==> config.mk <==
export PLATFORM = sky130hd
export DESIGN_NAME = dual_issue_ctrl
export DESIGN_NICKNAME = d
export VERILOG_FILES = /design/src/rtl/issue_pkg.sv /design/src/rtl/instr_regs_decode.sv /design/src/rtl/dual_issue_ctrl.sv
export SDC_FILE = /design/constraint.sdc
export NUM_CORES = 1
export LEC_CHECK = 0
export ABC_AREA = 1
export CORE_AREA = 3 3 118 120
export DETAILED_ROUTE_END_ITERATION = 6
export DIE_AREA = 0 0 121 123
export DONT_BUFFER_PORTS = 1
export GPL_TIMING_DRIVEN = 0
export PLACE_DENSITY = 0.49
export SLEW_MARGIN = 20
export SYNTH_ARGS = -nofsm -noshare
export SYNTH_HDL_FRONTEND = slang
export SYNTH_SLANG_ARGS = --single-unit
==> constraint.sdc <==
create_clock -name clk -period 3.3 [get_ports clk]
set_input_delay 0.165 -clock clk [delete_from_list [all_inputs] [get_ports clk]]
set_output_delay 0.165 -clock clk [all_outputs]
set_load 0.02 [all_outputs]
==> src/rtl/issue_pkg.sv <==
// Shared types and RV32I opcode constants for the dual-issue fetch scheduler.
package issue_pkg;

  typedef enum logic [1:0] {
    PAIR   = 2'd0,
    BUBBLE = 2'd1,
    SPLIT  = 2'd2
  } issue_state_t;

  localparam logic [6:0] OP_LOAD   = 7'b0000011;
  localparam logic [6:0] OP_STORE  = 7'b0100011;
  localparam logic [6:0] OP_JAL    = 7'b1101111;
  localparam logic [6:0] OP_JALR   = 7'b1100111;
  localparam logic [6:0] OP_BRANCH = 7'b1100011;
  localparam logic [6:0] OP_OP     = 7'b0110011;
  localparam logic [6:0] OP_OPIMM  = 7'b0010011;
  localparam logic [6:0] OP_LUI    = 7'b0110111;
  localparam logic [6:0] OP_AUIPC  = 7'b0010111;

  // True when reg is a source that the instruction actually reads.
  function automatic logic src_hit(input logic [4:0] reg_idx,
                                   input logic [4:0] rs1, input logic uses_rs1,
                                   input logic [4:0] rs2, input logic uses_rs2);
    return (uses_rs1 && (rs1 == reg_idx)) || (uses_rs2 && (rs2 == reg_idx));
  endfunction

endpackage

==> src/rtl/instr_regs_decode.sv <==
// Register-usage decode of one fetched instruction: which fields are real
// sources/destination, plus memory and jump classification.
module instr_regs_decode
  import issue_pkg::*;
(
  input  logic [31:0] instr,
  output logic [4:0]  rs1,
  output logic [4:0]  rs2,
  output logic [4:0]  rd,
  output logic        uses_rs1,
  output logic        uses_rs2,
  output logic        writes_rd,
  output logic        is_mem,
  output logic        is_jump
);

  logic [6:0] opcode;
  logic       has_rd;

  assign opcode = instr[6:0];
  assign rs1    = instr[19:15];
  assign rs2    = instr[24:20];
  assign rd     = instr[11:7];

  // NOTE: every output of a combinational block gets a default first so no path leaves it unassigned (no latch).
  always_comb begin
    uses_rs1 = 1'b0;
    uses_rs2 = 1'b0;
    has_rd   = 1'b0;
    is_mem   = 1'b0;
    is_jump  = 1'b0;
    case (opcode)
      OP_OP:     begin uses_rs1 = 1'b1; uses_rs2 = 1'b1; has_rd = 1'b1; end
      OP_OPIMM:  begin uses_rs1 = 1'b1; has_rd = 1'b1; end
      OP_LOAD:   begin uses_rs1 = 1'b1; has_rd = 1'b1; is_mem = 1'b1; end
      OP_STORE:  begin uses_rs1 = 1'b1; uses_rs2 = 1'b1; is_mem = 1'b1; end
      OP_BRANCH: begin uses_rs1 = 1'b1; uses_rs2 = 1'b1; end
      OP_JALR:   begin uses_rs1 = 1'b1; has_rd = 1'b1; is_jump = 1'b1; end
      OP_JAL:    begin has_rd = 1'b1; is_jump = 1'b1; end
      OP_LUI,
      OP_AUIPC:  has_rd = 1'b1;
      default:   ;
    endcase
  end

  // x0 is never a real destination, so it can never create a dependence.
  assign writes_rd = has_rd && (rd != 5'd0);

endmodule

==> src/rtl/dual_issue_ctrl.sv <==
// Fetch-stage issue scheduler for the two-pipe core: dual issue, split issue,
// or load-use bubble, with execute redirects taking priority.
module dual_issue_ctrl
  import issue_pkg::*;
#(
  parameter int PERF_W = 32
) (
  input  logic              clk,
  input  logic              rst,
  input  logic [31:0]       InstrF1,
  input  logic [31:0]       InstrF2,
  input  logic [1:0]        PCSrcE1,
  input  logic [1:0]        PCSrcE2,
  input  logic              MemReadD1,
  input  logic              MemReadD2,
  input  logic [4:0]        RdD1,
  input  logic [4:0]        RdD2,
  output logic              en1,
  output logic              en2,
  output logic              StallPipeline2,
  output logic              StallPipeline1NC,
  output logic              FlushD1,
  output logic              FlushD2,
  output logic              FlushE1,
  output logic              FlushE2,
  output logic [PERF_W-1:0] SplitCnt,
  output logic [PERF_W-1:0] BubbleCnt
);

  issue_state_t state, state_nxt;

  logic [4:0] rs1_1, rs2_1, rd_1, rs1_2, rs2_2, rd_2;
  logic       u1_1, u2_1, wr_1, mem_1, jmp_1;
  logic       u1_2, u2_2, wr_2, mem_2, jmp_2;

  instr_regs_decode u_dec1 (
    .instr(InstrF1), .rs1(rs1_1), .rs2(rs2_1), .rd(rd_1),
    .uses_rs1(u1_1), .uses_rs2(u2_1), .writes_rd(wr_1),
    .is_mem(mem_1), .is_jump(jmp_1)
  );

  instr_regs_decode u_dec2 (
    .instr(InstrF2), .rs1(rs1_2), .rs2(rs2_2), .rd(rd_2),
    .uses_rs1(u1_2), .uses_rs2(u2_2), .writes_rd(wr_2),
    .is_mem(mem_2), .is_jump(jmp_2)
  );

  logic raw_pair, pair_hazard, lu_1, lu_2, load_use, redirect;
  logic inc_split, inc_bubble;

  assign raw_pair    = wr_1 && src_hit(rd_1, rs1_2, u1_2, rs2_2, u2_2);
  assign pair_hazard = raw_pair || (mem_1 && mem_2) || jmp_1;

  assign lu_1 = MemReadD1 && (RdD1 != 5'd0) &&
                (src_hit(RdD1, rs1_1, u1_1, rs2_1, u2_1) ||
                 src_hit(RdD1, rs1_2, u1_2, rs2_2, u2_2));
  assign lu_2 = MemReadD2 && (RdD2 != 5'd0) &&
                (src_hit(RdD2, rs1_1, u1_1, rs2_1, u2_1) ||
                 src_hit(RdD2, rs1_2, u1_2, rs2_2, u2_2));

  // Decode holds the flushed bubble after a load-use stall, so it cannot recur.
  assign load_use = (lu_1 || lu_2) && (state != BUBBLE);
  assign redirect = (PCSrcE1 != 2'b00) || (PCSrcE2 != 2'b00);

  always_comb begin
    en1              = 1'b1;
    en2              = 1'b1;
    StallPipeline2   = 1'b0;
    StallPipeline1NC = 1'b0;
    FlushD1          = 1'b0;
    FlushD2          = 1'b0;
    FlushE1          = 1'b0;
    FlushE2          = 1'b0;
    inc_split        = 1'b0;
    inc_bubble       = 1'b0;
    state_nxt        = state;

    if (redirect) begin
      // Pipe 1 is older, so its redirect also kills pipe 2's execute-bound work.
      FlushD1   = 1'b1;
      FlushD2   = 1'b1;
      FlushE2   = (PCSrcE1 != 2'b00);
      state_nxt = PAIR;
    end else begin
      case (state)
        PAIR, BUBBLE: begin
          state_nxt = PAIR;
          if (load_use) begin
            en1        = 1'b0;
            en2        = 1'b0;
            FlushD1    = 1'b1;
            FlushD2    = 1'b1;
            inc_bubble = 1'b1;
            state_nxt  = BUBBLE;
          end else if (pair_hazard) begin
            en1              = 1'b0;
            en2              = 1'b0;
            StallPipeline2   = 1'b1;
            StallPipeline1NC = 1'b1;
            inc_split        = 1'b1;
            state_nxt        = SPLIT;
          end
        end
        SPLIT: begin
          FlushD1   = 1'b1;
          state_nxt = PAIR;
        end
        default: state_nxt = PAIR;
      endcase
    end
  end

  // NOTE: sequential state uses non-blocking assignments so every register samples pre-edge values.
  always_ff @(posedge clk) begin
    if (rst) begin
      state     <= PAIR;
      SplitCnt  <= '0;
      BubbleCnt <= '0;
    end else begin
      state <= state_nxt;
      if (inc_split && (SplitCnt != '1))
        SplitCnt <= SplitCnt + PERF_W'(1);
      if (inc_bubble && (BubbleCnt != '1))
        BubbleCnt <= BubbleCnt + PERF_W'(1);
    end
  end

endmodule

* Word-level counts from Yosys, hierarchy flattened
Cells that the tools add are included.
Storage, ports and cells: bits of input ports 82, output and inout bits 72, word-level logic and storage cells 110, register bits after elaboration 66
Operators by class: add/subtract/negate cells 2, bitwise logic cells 1, multiplexer cells 25, reductions and logical operators 48, equal/unequal tests 30
Operators by type and width (number):
- 32-bit by 1-bit adder with 32-bit output (second input constant) | 2
- 32-bit != test (second input constant) | 2
- 5-bit equality test | 10
- 7-bit by 6-bit equality test with 1-bit output (second input constant) | 5
- 7-bit equality test (second input constant) | 5
- 1-bit two-way mux | 23
- 7-bit by 5-bit equality test with 1-bit output (second input constant) | 3
- 1-bit logical AND | 20
- 5-bit nonzero test | 3
- 7-bit by 2-bit equality test with 1-bit output (second input constant) | 2
- 6-bit OR reduction | 2
- 1-bit logical OR | 11
- 3-bit OR reduction | 3
- 2-bit OR reduction | 4
- 7-bit OR reduction | 1
- 2-bit nonzero test | 2
- 4-bit OR reduction | 1
- 2-bit by 1-bit equality test with 1-bit output (second input constant) | 1
- 2-bit equality test (second input constant) | 1
- 2-bit logical NOT | 1
- 2-bit two-way mux | 1
- 2-bit by 1-bit != test with 1-bit output (second input constant) | 1
- 1-bit one-hot mux with 2 select lines | 1
- 1-bit inverter | 1

* Depth between registers and ports, before layout
Gate-level depths: netlist of run 1.
depth in word-level cells 13, mapped depth 18, gate-level depth less buffers 16

* By module
A second synthesis of run 1 with hierarchy kept.
Unflattened totals: cells, all modules 928, area, all modules 5520.3 um^2
Modules (own cells, without submodules):
- dual_issue_ctrl | area an instance 5017.3 um^2, cells an instance 836, sequential area each 1321.3 um^2, instances 1
- instr_regs_decode | area an instance 251.5 um^2, cells an instance 46, sequential area each 0.0 um^2, instances 2

* Worst setup path after synthesis of run 1
OpenSTA, ideal clock, no wires.
path type register to register, start point register BubbleCnt[0], end point register BubbleCnt[23], arrival time 2.008 ns, clock period less this slack 2.140 ns, setup slack 1.160 ns, setup time 0.132 ns, path buffers 2, cell stages (with the launch flop) 16, required time 3.168 ns, cell sequence dfxtp_1 -> ha_1 -> nand2_1 -> inv_2 -> nand2_2 -> nor2_4 -> nand3_2 -> nor2_2 -> nand3_1 -> nand3b_4 -> nor2_4 -> nor2_4 -> buf_6 -> buf_6 -> nand2_1 -> a21oi_1
Between the ends: longest elaborated chain between the ends 2, elaborated cells between the ends (all ways) 3, classes of those cells add/sub: 1; eq/ne: 1; reduce/logical: 1
Ends and longest elaborated chain:
- from (decl) | RTL line dual_issue_ctrl.sv:27 | output logic [PERF_W-1:0] BubbleCnt
- from (signal assigned) | RTL line dual_issue_ctrl.sv:124 | BubbleCnt <= BubbleCnt + PERF_W'(1);
- branches (longest 2 deep; another with 32-bit by 1-bit adder with 32-bit output)
Parallel ways; which one is timed is not known. A chain may end at the register's enable or synchronous reset.

* Final worst setup path of run 1
start point register BubbleCnt[0], end point register BubbleCnt[17]
Same word-level chain as after synthesis.

==> flow_summary.json, run 1 <==
{
  "yosys_most_used_dff": "dfxtp_1",
  "io_pins": 154,
  "hold_viol_final": 0,
  "seq_power_share_pct": 40.5,
  "status": "completed",
  "die_area_um2": 14900,
  "hp-class": "in2reg",
  "p_leak_nw": 2.17,
  "cp_slowest_cell": "dfxtp_1",
  "synthDistinctLibCells": 43,
  "syn-instance-count": 806,
  "rsz0062_at_grt": "no",
  "cap_violations": 0,
  "ys_async_sr_fraction_pct": 0,
  "grt_pass1_wl_um": 24000,
  "fin_crit_sh_pct": 77.1,
  "path_class": "reg2reg",
  "cts_buffers": 9,
  "clockPowerShare_pct": 52.6,
  "die_h_um": 123,
  "drc": 0,
  "drtIter0Drc": 301,
  "via_count": 4948,
  "grt_overflow": 0,
  "die_w_um": 121,
  "clock.fmax_mhz": 393,
  "worst_slew_pin_slew_ps": 864,
  "swShare_pct": 22.0,
  "clk_path_buf_depth": 2,
  "switchingPower_mw": 0.433,
  "fin_worst_skew_ps": 3.80,
  "port_buffers": 0,
  "syn_area_um2": 4920,
  "synth_seq_cells": 66,
  "fp.coreArea_um2": 13100,
  "first_pass_iters": 5,
  "yosys.area.top_type": "dfxtp_1",
  "slew_headroom_pct": 41.8,
  "hpwl_um": 12300,
  "ys_seq_area_share_pct": 26.8,
  "worstPathArrival_ps": 2770,
  "crit_fanout": 5,
  "endpoint_kind": "register",
  "grt_pass1_vias": 4663,
  "p_int_mw": 1.54,
  "p_per_area_nw_per_um2": 360,
  "total_power_mw": 1.97,
  "path_delay_family": "simple AND/OR/NAND/NOR gates",
  "ctsResizeCount": 0,
  "areaGrowthSynthToFinish_pct": 11.1,
  "dp_slack_ps": 781,
  "synth.top_cell.area_share_pct": 26.8,
  "fin_crit_ps": 2540,
  "grt_usage_pct": 20.4,
  "critPathBufInv": 4,
  "cp_slowest_stage_delay_ps": 550,
  "fin_ws_ps": 757,
  "grt_max_degree": 11,
  "viasPerCell": 4.96,
  "initial_core_util_pct": 37.6,
  "wl_per_cell_um": 15.3,
  "final_cell_mix": "nand2_1 (228), nor2_1 (118), inv_1 (86), dfxtp_1 (66), a21oi_1 (50)",
  "htreeDepth": 3,
  "cp_common_cell": "inv_2",
  "clkTransAtPathRegs_ps": 50,
  "ys_warn_count": 0,
  "cts_setup_buffers": 0,
  "cts_tree": "yes",
  "diodes": 0,
  "comb_power_share_pct": 6.9,
  "path_cells": "inv_1 > nor3_2 > inv_2 > nor2_2 > inv_2 > nor2_2 > inv_2 > nor2_1 > nand3_1 > nor4_2 > nand3_1 > nand2_1 > nor2_1",
  "clk_latency_ps": 330,
  "synth_edf_count": 0,
  "clock_sinks": 66,
  "slew_violations": 0,
  "root_buffer": "clkbuf_16",
  "finalSetupViolations": 0,
  "critPathLaunchType": "register",
  "ys_top_cells_by_area": "dfxtp_1 (27%), nand2_1 (17%), nor2_1 (9.0%)",
  "ant_nets": 0,
  "postCtsHoldBufs": 0,
  "required_ps": 3530,
  "mostFrequentLayoutCell": "nand2_1",
  "core.rowCount": 42,
  "synth_fp_nets": 890,
  "syn_area_per_cell_um2": 6.11,
  "peakVddDrop_uv": 239,
  "gp_congestion": 0.939,
  "drive_gt1_share_pct": 10.2,
  "antenna_found_initial": 0,
  "fin_setup_tns_ps": 0,
  "nets": 901,
  "drt-total-wl_um": 15300
}
[kinds of logic after synthesis]
family                     synth area share [%]
and+or+nand+nor                            43.2
other                                    0.0761
buffers and inverters                      11.0
xor gates and xnor gates                   9.60
adders and majority gates                 0.508
AOI/OAI and AO/OA                          8.77
DFF                                        26.8
[sequential cells by signal (all words and copies together), names as in the netlist]
register,cells
BubbleCnt,32
SplitCnt,32
state,2
[per-layer routing]
layer | share of wire [%] | wire [um] | GRT usage, %
met5 | 0 | 0 | 0
met4 | 1.4 | 210 | 6.52
met3 | 7.3 | 1110 | 5.44
met2 | 45 | 6810 | 32.5
met1 | 47 | 7170 | 26.9
[area by class of cell]
cell class,count,area (um^2)
fill,1425,7620
multi-input combinational,611,3060
sequential,66,1320
inverter,106,399
clock buffer,14,294
tap,176,220
buffer,23,144
clock inverter,1,30.0
[power by group through the flow]
stage	Combinational, mW	Clock [mW]	Sequential (mW)
floorplan	0.111	0	0.814
global placement	0.134	0	0.815
detailed placement	0.137	0	0.815
CTS	0.138	1.06	0.797
global route	0.154	1.09	0.797
finish	0.136	1.04	0.797
[synth_stat cells (all sizes together), types with 2 or more instances]
| cell | n |
|---|---|
| nand2 | 234 |
| nor2 | 131 |
| inv | 103 |
| dfxtp | 66 |
| a21oi | 52 |
| nand3 | 52 |
| xnor2 | 27 |
| xor2 | 27 |
| nor3 | 22 |
| o21ai | 18 |
| buf | 17 |
| nand4 | 15 |
| nor4 | 12 |
| clkbuf | 6 |
| o21bai | 5 |
| clkinv | 3 |
| or2 | 3 |
| a21o | 2 |
| ha | 2 |
| nor3b | 2 |
[worst reg2reg max path, stage by stage (launching register included)]
cell     delay, ps
dfxtp_1        550
inv_1          120
nor3_2         270
inv_2          100
nor2_2         210
inv_2           80
nor2_2         170
inv_2           80
nor2_1         230
nand3_1        170
nor4_2         230
nand3_1        110
nand2_1         80
nor2_1          50
[final timing paths]
check	from	endpoint	cells after the start	slack, ps
worst max-delay path	BubbleCnt[0]$_SDFFE_PP0P_	BubbleCnt[17]$_SDFFE_PP0P_	13	760
worst min-delay path	PCSrcE2[0]	state[0]$_SDFF_PP0_	3	110
worst max register to register	BubbleCnt[0]$_SDFFE_PP0P_	BubbleCnt[17]$_SDFFE_PP0P_	13	760
worst min register to register	BubbleCnt[31]$_SDFFE_PP0P_	BubbleCnt[31]$_SDFFE_PP0P_	2	570
[per-stage QoR]
step / std cells / cell area (um^2) / utilization [%] / hold slack [ps]
global placement: 982 / 5140 / 39.3 / 449
floorplan: 806 / 4920 / - / 413
CTS: 997 / 5470 / 41.8 / 108
global route: 997 / 5470 / 41.8 / 131
detailed placement: 982 / 5140 / 39.3 / 463
finish: 997 / 5470 / 41.8 / 105
(Power assumes the default switching activity.)
==> run 2, diff against run 1 <==
==> constraint.sdc (replaced) <==
create_clock -name clk -period 2.6 [get_ports clk]
set_input_delay 0.13 -clock clk [delete_from_list [all_inputs] [get_ports clk]]
set_output_delay 0.13 -clock clk [all_outputs]
set_load 0.02 [all_outputs]
==> run 2 against run 1 <==
Effect of this change:
- combinational power is 27% higher
- clock skew hardly changed
- critical path type unchanged
- worst hold slack worse by 34 ps
- flip-flop and latch count stayed put
- via count hardly changed
- sequential share of layout area is 0.11 points higher
==> flow_summary.json, run 2 (synthesis results as in run 1) <==
{
  "drive_gt1_share_pct": 11.2,
  "multi_input_area_um2": 3060,
  "antenna_found_initial": 0,
  "rr_startpoint": "SplitCnt[4]$_SDFFE_PP0P_",
  "fin_crit_ps": 2380,
  "ant_nets": 0,
  "cap_violations": 0,
  "fin_setup_tns_ps": 0,
  "viasPerCell": 4.96,
  "final_cell_mix": "nand2_1 (228), nor2_1 (117), inv_1 (86), dfxtp_1 (59), a21oi_1 (50)",
  "wl_per_cell_um": 15.3,
  "r2r_end": "SplitCnt[31]$_SDFFE_PP0P_",
  "postCtsHoldBufs": 0,
  "die_w_um": 121,
  "r2r_slack_ps": 220,
  "grt_usage_pct": 20.4,
  "htreeDepth": 3,
  "via_count": 4949,
  "startpoint": "SplitCnt[4]$_SDFFE_PP0P_",
  "min_to": "state[0]$_SDFF_PP0_",
  "cp_slowest_cell": "dfxtp_1",
  "fp.coreArea_um2": 13100,
  "first_pass_iters": 7,
  "initial_core_util_pct": 37.6,
  "hold_ws_ps": 71.4,
  "clk_path_buf_depth": 2,
  "drt-total-wl_um": 15300,
  "p_leak_nw": 2.17,
  "finalSetupViolations": 0,
  "reg.largest.list": "BubbleCnt x32, SplitCnt x32, state x2",
  "p_per_area_nw_per_um2": 456,
  "gp_congestion": 0.939,
  "path_class": "reg2reg",
  "nets": 901,
  "worstPathArrival_ps": 2600,
  "cts_setup_buffers": 0,
  "clkTransAtPathRegs_ps": 50,
  "hp-class": "in2reg",
  "path_delay_family": "simple AND/OR/NAND/NOR gates",
  "worst_slew_pin_slew_ps": 732,
  "min_from": "PCSrcE2[0]",
  "grt_max_degree": 11,
  "fin_crit_sh_pct": 91.4,
  "mostFrequentLayoutCell": "nand2_1",
  "root_buffer": "clkbuf_16",
  "areaGrowthSynthToFinish_pct": 11.3,
  "slew_violations": 0,
  "peakVddDrop_uv": 303,
  "status": "completed",
  "path_cells": "nand2_1 > inv_2 > nand4_2 > nor2_4 > nand4_2 > nor2_2 > nand2_2 > nor2_4 > nand2_2 > nand3_4 > buf_6 > nor2_2 > a21oi_1 > nor2_1",
  "fin_worst_skew_ps": 3.91,
  "fill_cells": 1427,
  "crit_fanout": 10,
  "clock.fmax_mhz": 421,
  "required_ps": 2820,
  "drtIter0Drc": 298,
  "critPathBufInv": 2,
  "cts_buffers": 9,
  "rr_worst_depth": 14,
  "rsz0062_at_grt": "no",
  "diodes": 0,
  "clk_latency_ps": 330,
  "drc": 0,
  "critPathLaunchType": "register",
  "hpwl_um": 12300,
  "io_pins": 154,
  "cp_slowest_stage_delay_ps": 510,
  "slew_headroom_pct": 50.7,
  "die_h_um": 123,
  "clock_sinks": 66,
  "grt_overflow": 0,
  "endpoint_kind": "register",
  "core.rowCount": 42,
  "min_delay_path_depth": 3,
  "die_area_um2": 14900,
  "grt_pass1_wl_um": 24000,
  "hold_viol_final": 0,
  "cts_tree": "yes",
  "seq_area_um2": 1330,
  "port_buffers": 0,
  "grt_pass1_vias": 4663
}
-- run 2: cell counts in the layout (fill, tap and decap cells not counted) --
No cell type changed its count.
-- run 2: cell type report --
type / instances / share of cell area (%)
Buffer: 23 / 2.63
Clock buffer: 14 / 5.37
Clock inverter: 1 / 0.548
Inverter: 106 / 7.28
Multi-Input combinational cell: 611 / 55.9
Sequential cell: 66 / 24.3
Tap cell: 176 / 4.02
-- run 2: worst register-to-register path: stages, from the launching register on --
cell and delay (ps):
dfxtp_1 510, nand2_1 140, inv_2 70, nand4_2 120, nor2_4 160, nand4_2 160
nor2_2 170, nand2_2 110, nor2_4 120, nand2_2 120, nand3_4 160, buf_6 180
nor2_2 60, a21oi_1 130, nor2_1 60
-- run 2: metrics by stage --
step	area, um^2	setup WS, ps	power [mW]	utilization, %	instances
floorplan	4920	460	1.17	-	806
global placement	5140	90.3	1.20	39.3	982
detailed placement	5140	80.8	1.21	39.3	982
CTS	5470	53.9	2.53	41.8	997
global route	5480	20.7	2.59	41.9	997
finish	5480	225	2.50	41.9	997
-- run 2: report_power, final --
part	switching, mW	internal [mW]
logic	0.101	0.0725
clock network	0.445	0.868
registers	0.000175	1.01
total	0.546	1.95
-- run 2: layer usage --
metal,global-route usage (%),part of all wire (%),vias to the layer above
met4,6.52,1.4,0
met3,5.44,7.4,16
met5,0,0,-
met2,32.5,45,140
met1,26.9,47,2234
li1,-,-,2559
-- run 2: worst max-delay path by stage --
stage,endpoint,slack [ps],depth (start not counted)
finish,SplitCnt[31]$_SDFFE_PP0P_,220,14
global route,SplitCnt[29]$_SDFFE_PP0P_,20,13
CTS,SplitCnt[31]$_SDFFE_PP0P_,50,13
detailed placement,SplitCnt[31]$_SDFFE_PP0P_,80,13
global placement,BubbleCnt[28]$_SDFFE_PP0P_,90,15
floorplan,BubbleCnt[23]$_SDFFE_PP0P_,460,15
-- run 2: what timing repair did --
action                     4_1_cts  5_1_grt
setup endpoints to repair        0       43
hold endpoints to repair         0        0
resized for setup                0        9
==> run 3, diff against run 2 <==
--- a/config.mk
+++ b/config.mk
@@ -5,14 +5,14 @@
 export SDC_FILE = /design/constraint.sdc
 export NUM_CORES = 1
 export LEC_CHECK = 0
-export ABC_AREA = 1
-export CORE_AREA = 3 3 118 120
+export CORE_AREA = 3 3 110 112
 export DETAILED_ROUTE_END_ITERATION = 6
-export DIE_AREA = 0 0 121 123
+export DIE_AREA = 0 0 113 115
 export DONT_BUFFER_PORTS = 1
 export GPL_TIMING_DRIVEN = 0
-export PLACE_DENSITY = 0.49
+export PLACE_DENSITY = 0.48
 export SLEW_MARGIN = 20
 export SYNTH_ARGS = -nofsm -noshare
 export SYNTH_HDL_FRONTEND = slang
 export SYNTH_SLANG_ARGS = --single-unit
+export TNS_END_PERCENT = 30
==> run 3 against run 2 <==
Effect of this change:
- count of clock-buffer cells in the layout decreased by 1
- combinational power is 16% lower
- synthesized area is 15% lower
- utilization grew 1.7 points
- die area down 13%
- cell count down 30%
- non-clock buffer count grew 19
- worst setup slack lost 120 ps
- global-route usage decreased by 0.29 points
- critical endpoint is now en2
- largest cell class unchanged
==> flow_summary.json, run 3 <==
{
  "cts_tree": "yes",
  "syn-instance-count": 533,
  "startpoint": "InstrF2[6]",
  "gr-usage-met3_pct": 6.26,
  "first_pass_iters": 4,
  "ant_nets": 0,
  "initial_core_util_pct": 37.0,
  "grt_pass1_wl_um": 20900,
  "areaGrowthSynthToFinish_pct": 17.6,
  "grt_usage_pct": 20.1,
  "clock.fmax_mhz": 401,
  "path_cells": "and3b_1 > o21ai_0 > nor4_1 > a31oi_1 > a21o_1 > a21oi_1 > nor2_1 > buf_4",
  "dp.cells": 676,
  "hold_ws_ps": 227,
  "mostFrequentLayoutCell": "a21oi_1",
  "synthMuxAreaShare_pct": 1.85,
  "rr_startpoint": "BubbleCnt[13]$_SDFFE_PP0P_",
  "grtUsageMet1_pct": 26.8,
  "fin_setup_tns_ps": 0,
  "nets": 632,
  "drt-total-wl_um": 13100,
  "cp_slowest_cell": "nor2_1",
  "viasPerCell": 5.90,
  "grt_overflow": 0,
  "crit_fanout": 6,
  "min_from": "PCSrcE2[1]",
  "drive_gt1_share_pct": 18.1,
  "synth.top_cell.area_share_pct": 31.5,
  "final_cell_mix": "a21oi_1 (47), dfxtp_1 (37), xor2_1 (35), nand2_1 (30)",
  "p_leak_nw": 1.59,
  "synth_simple_gate_area_share_pct": 30.4,
  "die_h_um": 115,
  "ys_top_cells_by_area": "dfxtp_1 (32%), xor2_1 (7.3%), a21oi_1 (5.8%)",
  "status": "completed",
  "synth_fp_nets": 617,
  "grt_max_degree": 11,
  "clk_latency_ps": 330,
  "worstPathArrival_ps": 2360,
  "min_to": "BubbleCnt[1]$_SDFFE_PP0P_",
  "rsz0062_at_grt": "yes",
  "fin_worst_skew_ps": 6.65,
  "synth-xor-area-share_pct": 11.3,
  "rr_worst_depth": 9,
  "drtIter0Drc": 184,
  "synthDistinctLibCells": 53,
  "critPathLaunchType": "primary input",
  "ys_seq_area_share_pct": 31.5,
  "ys_top_cells_by_count": "dfxtp_1 (66), a21oi_1 (49), xor2_1 (35)",
  "use_met2_pct": 30.9,
  "slew_violations": 0,
  "total_power_mw": 2.46,
  "path_class": "in2out",
  "ys_warn_count": 0,
  "r2r_end": "BubbleCnt[23]$_SDFFE_PP0P_",
  "io_pins": 154,
  "cap_violations": 0,
  "die_w_um": 113,
  "yosys.cell_count.top_type": "dfxtp_1",
  "min_delay_path_depth": 4,
  "stdcell_count": 695,
  "critPathBufInv": 1,
  "port_buffers": 0,
  "slew_headroom_pct": 63.7,
  "root_buffer": "clkbuf_16",
  "htreeDepth": 3,
  "synthAdderAreaFrac_pct": 0.597,
  "via_count": 4101,
  "clk_path_buf_depth": 2,
  "hpwl_um": 9930,
  "clock_sinks": 66,
  "yosys.area.top_type": "dfxtp_1",
  "p_per_area_nw_per_um2": 500,
  "endpoint_kind": "primary output",
  "core.rowCount": 39,
  "diodes": 0,
  "wl_per_cell_um": 18.9,
  "syn_area_um2": 4190,
  "drc": 0,
  "grt-busiest-layer": "met2",
  "synth_seq_cells": 66,
  "peakVddDrop_uv": 216,
  "grt_pass1_vias": 3951,
  "fp.coreArea_um2": 11300,
  "ys_async_sr_fraction_pct": 0,
  "postCtsHoldBufs": 0,
  "cp_slowest_stage_delay_ps": 430,
  "antenna_found_initial": 0,
  "reg.largest.list": "BubbleCnt x32, SplitCnt x32, state x2",
  "synth_compound_area_share_pct": 19.2,
  "finalSetupViolations": 0,
  "hp-class": "in2reg",
  "yosys_most_used_dff": "dfxtp_1",
  "r2r_slack_ps": 140,
  "gp_congestion": 0.808,
  "hold_viol_final": 0,
  "fin_crit_sh_pct": 95.9,
  "synth_top_family_by_area": "simple AND/OR/NAND/NOR gates",
  "die_area_um2": 13000,
  "path_delay_family": "compound AO/OA/AOI/OAI gates",
  "required_ps": 2470,
  "synth_edf_count": 0,
  "worst_slew_pin_slew_ps": 544,
  "cts_buffers": 9,
  "clkTransAtPathRegs_ps": 50,
  "fin_crit_ps": 2490,
  "fin_util_pct": 43.6,
  "syn_area_per_cell_um2": 7.87
}
[run 3: cell count changes after synthesis, sizes merged, moves of 8 or more]
cell    delta
nand2    -203
or4       +23
o21ai     +13
or3       +26
nor3      -13
xnor2      -8
inv       -93
and3      +16
o31ai     +20
xor2       +8
nor2     -102
clkbuf    +19
nand3     -25
nor2b      +9
[run 3: logic make-up after synthesis]
group | after synthesis
AOI/OAI and AO/OA | 131
xor gates and xnor gates | 54
adders and majority gates | 2
buffers and inverters | 49
DFF | 66
muxes | 7
other | 1
and+or+nand+nor | 223
[run 3: power by group]
group          total [mW]  internal [mW]  switching (mW)
logic               0.146         0.0621          0.0841
clock network        1.31          0.887           0.426
registers            1.01           1.01       0.0000953
total                2.46           1.95           0.510
[run 3: area by class of cell]
class | count | area [um^2]
fillers | 1156 | 6390
repair buffers | 6 | 48.8
well taps | 143 | 179
multi-input cells | 418 | 2750
clock inverters | 2 | 60.1
inverters | 11 | 43.8
plain buffers | 36 | 215
flip-flops and latches | 66 | 1370
clock buffers | 13 | 260
[run 3: what timing repair did]
action                                  in CTS  in global routing
resized for setup                           46                 39
setup buffers                                0                  6
pin swaps                                    2                  6
hold endpoints to repair                     0                  0
endpoints found under the setup margin      57                 42
[run 3: metal layers]
| layer | vias to the layer above | share of wire, % |
|---|---|---|
| met5 | - | 0 |
| met4 | 0 | 1.3 |
| met3 | 15 | 7.8 |
| met2 | 117 | 45 |
| met1 | 1954 | 46 |
| li1 | 2015 | - |
[run 3: worst max-delay path by stage]
| stage | to | slack (ps) | cells past startpoint |
|---|---|---|---|
| 6_report | en2 | 110 | 8 |
| 5_1_grt | SplitCnt[1]$_SDFFE_PP0P_ | -30 | 12 |
| 4_1_cts | StallPipeline2 | -70 | 8 |
| 3_5_place_dp | SplitCnt[1]$_SDFFE_PP0P_ | -700 | 11 |
| 3_3_place_gp | SplitCnt[1]$_SDFFE_PP0P_ | -690 | 11 |
| 2_1_floorplan | BubbleCnt[19]$_SDFFE_PP0P_ | 140 | 8 |
[run 3: per-stage QoR]
stage	area [um^2]	worst slack [ps]
finish	4930	106
global route	4930	-30.4
CTS	4780	-67.0
detailed placement	4370	-703
global placement	4370	-689
floorplan	4190	141
[run 3: worst min-delay path: cells and delay by family]
kind	cells	cell delay, ps
compound gates	1	60
simple gates	3	320
